$ cat config.mk
export PLATFORM = sky130hd
export DESIGN_NAME = switch_merge
export DESIGN_NICKNAME = d
export VERILOG_FILES = /design/src/rtl/switch_merge.sv
export SDC_FILE = /design/constraint.sdc
export NUM_CORES = 1
export LEC_CHECK = 0
export ABC_AREA = 1
export CORE_MARGIN = 2
export CORE_UTILIZATION = 55
export CTS_BUF_LIST = sky130_fd_sc_hd__clkbuf_8
export DETAILED_ROUTE_END_ITERATION = 12
export GPL_ROUTABILITY_DRIVEN = 0
export GPL_TIMING_DRIVEN = 0
export PLACE_DENSITY = 0.84
export SLEW_MARGIN = 20
export SYNTH_ARGS = -nofsm -noshare
export SYNTH_HDL_FRONTEND = slang
export SYNTH_SLANG_ARGS = --single-unit
$ cat constraint.sdc
create_clock -name clk -period 8.54 [get_ports clk]
set_clock_uncertainty 0.15 [all_clocks]
set_input_delay 2.135 -clock clk [delete_from_list [all_inputs] [get_ports clk]]
set_output_delay 2.135 -clock clk [all_outputs]
set_load 0.01 [all_outputs]
$ cat src/rtl/switch_merge.sv
// switch_merge: buffers ports A and B in per-port FIFOs and round-robin merges them onto one registered valid/ready stream
module switch_merge #(
  parameter int ADDR_W = 8,
  parameter int DATA_W = 16,
  parameter int DEPTH  = 4
) (
  input  logic                   clk,
  input  logic                   rst,
  input  logic                   vld_a,
  input  logic [ADDR_W-1:0]      addr_a,
  input  logic [DATA_W-1:0]      data_a,
  output logic                   rdy_a,
  input  logic                   vld_b,
  input  logic [ADDR_W-1:0]      addr_b,
  input  logic [DATA_W-1:0]      data_b,
  output logic                   rdy_b,
  output logic                   vld,
  output logic [ADDR_W-1:0]      addr,
  output logic [DATA_W-1:0]      data,
  output logic                   src,
  input  logic                   rdy,
  output logic [$clog2(DEPTH):0] cnt_a,
  output logic [$clog2(DEPTH):0] cnt_b
);
  localparam int PW = $clog2(DEPTH);
  localparam int BW = ADDR_W + DATA_W;
  localparam logic [PW:0] FULL = (PW+1)'(DEPTH);
  logic [1:0] vin, wr, pop, ne, rdy_in;
  logic [BW-1:0] din [2];
  logic [BW-1:0] head [2];
  logic [PW:0] cnt [2];
  logic ld, gnt;
  logic vld_q, vld_d, src_q, src_d, last_q, last_d;
  logic [BW-1:0] beat_q, beat_d;
  assign vin = {vld_b, vld_a};
  assign din[0] = {addr_a, data_a};
  assign din[1] = {addr_b, data_b};
  assign {rdy_b, rdy_a} = rdy_in;
  assign cnt_a = cnt[0];
  assign cnt_b = cnt[1];
  for (genvar g = 0; g < 2; g++) begin : g_fifo
    logic [BW-1:0] mem_q [DEPTH];
    logic [PW-1:0] wp_q, rp_q;
    logic [PW:0] cnt_q;
    assign rdy_in[g] = (cnt_q != FULL) && !rst;
    assign wr[g] = vin[g] && rdy_in[g];
    assign ne[g] = cnt_q != '0;
    assign head[g] = mem_q[rp_q];
    assign cnt[g] = cnt_q;
    // storage is unreset; only entries covered by the occupancy count are ever read
    always_ff @(posedge clk)
      if (wr[g]) mem_q[wp_q] <= din[g];
    // pointers and occupancy; registered count means a fresh write is not visible to the arbiter until next cycle
    always_ff @(posedge clk)
      if (rst) begin
        wp_q  <= '0;
        rp_q  <= '0;
        cnt_q <= '0;
      end else begin
        wp_q  <= wp_q + PW'(wr[g]);
        rp_q  <= rp_q + PW'(pop[g]);
        cnt_q <= cnt_q + (PW+1)'(wr[g]) - (PW+1)'(pop[g]);
      end
  end
  assign ld  = (!vld_q || rdy) && |ne;
  assign gnt = &ne ? !last_q : ne[1];
  assign pop = {ld && gnt, ld && !gnt};
  // output register next state: load granted head when free, else hold or drain
  always_comb begin
    vld_d  = (!vld_q || rdy) ? |ne : vld_q;
    beat_d = ld ? head[gnt] : beat_q;
    src_d  = ld ? gnt : src_q;
    last_d = ld ? gnt : last_q;
  end
  // output register; last grant starts at B so the first contention favours A
  always_ff @(posedge clk)
    if (rst) begin
      vld_q  <= 1'b0;
      beat_q <= '0;
      src_q  <= 1'b0;
      last_q <= 1'b1;
    end else begin
      vld_q  <= vld_d;
      beat_q <= beat_d;
      src_q  <= src_d;
      last_q <= last_d;
    end
  assign vld = vld_q;
  assign {addr, data} = beat_q;
  assign src = src_q;
endmodule

==> results.cfg <==
[global_route]
use_met1_pct = 30.22
grt_usage_pct = 24.00
antenna_found_initial = 0
use_met2_pct = 40.97
grt_pass1_wl_um = 36280
met3_usage_pct = 4.577
grt_pass1_vias = 7388
overflow = 0
grt-busiest-layer = met2
grt_max_degree = 11

[sta]
post-route-period-util_pct = 67.31
setup-tns-final_ns = 0
worst_slew_pin_slew_ns = 0.7457
hold_viol_final = 0
fmax_ghz = 0.1740
rsz0062_at_grt = no
setup_ws_ns = 2.791
drv_slew = 0
fin_crit_ns = 5.749
setup_viol = 0
timing.slew.headroom_pct = 50.01

[finish]
diodes = 0
register_area_um2 = 6586
multiInputGateArea_um2 = 2551
n_fill_cell = 1318
finalNonFillerCells = 1428
final_area_um2 = 12220
final_util_pct = 67.82
fin_nets = 1230
area_growth_pct = 20.86
layout-drive-gt1-share_pct = 12.59

[placement]
place_area_um2 = 11490
post-place-cells = 1360
dp_hpwl_um = 16050
numPortBuffers = 86
preCtsSetupSlack_ns = 2.808

[floorplanning]
ios = 87
die_x_um = 139.6
rows = 49
core_area_um2 = 18020
start_util_pct = 56.12
die_area_um2 = 19490
die_y_um = 139.6

[yosys]
synth_top_area_cell = edfxtp_1
netlist_area_um2 = 10110
synth_top_area_share_pct = 57.00
synth_warnings = 0
ys_types = 30
ys_seq_area_share_pct = 65.12
synth_fp_nets = 1082
synth_area_leaders = edfxtp_1 (57%), nand2_1 (13%), dfxtp_1 (8.1%), inv_1 (6.9%), nand3_1 (6.8%)
ys_seq_elements = 233
synth_area_per_cell_um2 = 9.887
syn_inst = 1023

[drt]
drt-vias-per-instance = 5.186
via_count = 7406
drt-initial-drc-count = 629
routed_wl_um = 23100
drt_first_pass_iters = 5
drc_errors = 0
ant_nets = 0
routedWlPerCell_um = 16.18

[clock_network]
numClockSinks = 233
post_cts_resized = 0
path_clk_slew_ns = 0.06
clock_path_buffers = 3
cts-root-buf = clkbuf_8
clk_latency_ns = 0.55
cts_made_buffers = 38
postCtsSetupBuffers = 0
hold_buffers = 0
tritoncts = done
h-tree-depth = 2

[status]
status = finished clean

[worst_setup_path]
cp.required_ns = 6.26
cp_max_fo = 6
arrival_ns = 3.46
cp-start-kind = primary input
cp-end-kind = output port
critPathKind = primary input to output port

[hold_path]
hold_class = flip-flop to flip-flop

[power]
p_per_area_nw_per_um2 = 298.9
peakVddDrop_v = 0.0002236
p_leak_uw = 0.005542

[job]
maxCapViolCount = 0
report_power, final:
part           switching, uW  total (uW)  internal (uW)
Combinational            815        1310            491
Sequential              68.4        1410           1340
Clock                    429         942            513
Total                   1310        3650           2340
per-layer routing:
| metal | vias up | share of wire, % |
|---|---|---|
| li1 | 3548 | - |
| met1 | 3489 | 40 |
| met2 | 313 | 49 |
| met3 | 56 | 8.0 |
| met4 | 0 | 3.0 |
| met5 | - | 0 |
stage by stage:
stage / hold slack (ns) / power, uW
global placement: 0.2999 / 2656
CTS: 0.3189 / 3665
global route: 0.3558 / 3865
floorplan: 0.3270 / 2277
detailed placement: 0.3088 / 2722
finish: 0.3239 / 3654
final cells by class:
class	count	share of cell area, %
clock buffer	42	4.729
timing repair buffer	108	8.547
clock inverter	26	1.310
buffer	47	2.395
tap	229	2.344
multi-input combinational	550	20.87
sequential	233	53.88
inverter	193	5.926
worst max-delay path: stages:
cell             delay, ns
clkdlybuf4s50_1       0.53
a31oi_1               0.23
clkdlybuf4s50_1       0.56
flip-flops by register name, indices dropped and copies added (netlist names):
register      count
beat_q           24
last_q            1
src               1
cnt_b             3
g_fifo.rp_q       4
vld               1
g_fifo.wp_q       4
g_fifo.mem_q    192
cnt_a             3
cell families after synthesis:
family	synth area share, %
AND/OR/NAND/NOR	22.54
flip-flops	65.12
XOR/XNOR	0.5195
AO/OA/AOI/OAI	0.8784
adder cells (fa/ha/maj)	0.8907
buffers and inverters	10.06
cell usage in the layout, fill, tap and decap left out, drive strengths merged:
cell           count
nand4              3
xnor2              2
edfxtp           192
a31oi              1
xor2               4
clkdlybuf4s50     86
ha                 4
nand3            147
a21oi              9
fa                 2
nor2              16
dfxtp             41
nor3               8
bufinv             2
inv              208
clkbuf            46
o21ai              3
nand2            351
buf               65
clkinv             9
worst paths after layout:
path             from        to  slack (ns)  cells past startpoint
max               rst     rdy_a        2.79                      3
min               src       src        0.32                      2
max reg2reg  cnt_b[1]  cnt_b[2]        5.93                     12
min reg2reg       src       src        0.32                      2
synthesized netlist by cell type:
cell,number
nor3_1,8
nor2_1,12
buf_1,1
nor2_2,2
o21ai_0,2
inv_2,7
dfxtp_1,41
o21ai_4,1
xor2_1,4
nand2_1,341
a21oi_1,8
ha_1,4
inv_1,186
fa_1,2
nand4_1,3
nand2_4,1
clkbuf_1,4
nor2_4,2
nand2_2,9
edfxtp_1,192
a31oi_1,1
buf_2,30
buf_4,4
nand3_1,137
a21oi_4,1
nand3_4,1
buf_6,7
xnor2_1,2
nand3_2,9
buf_8,1
No activity file was read; power rests on OpenSTA's default activity.
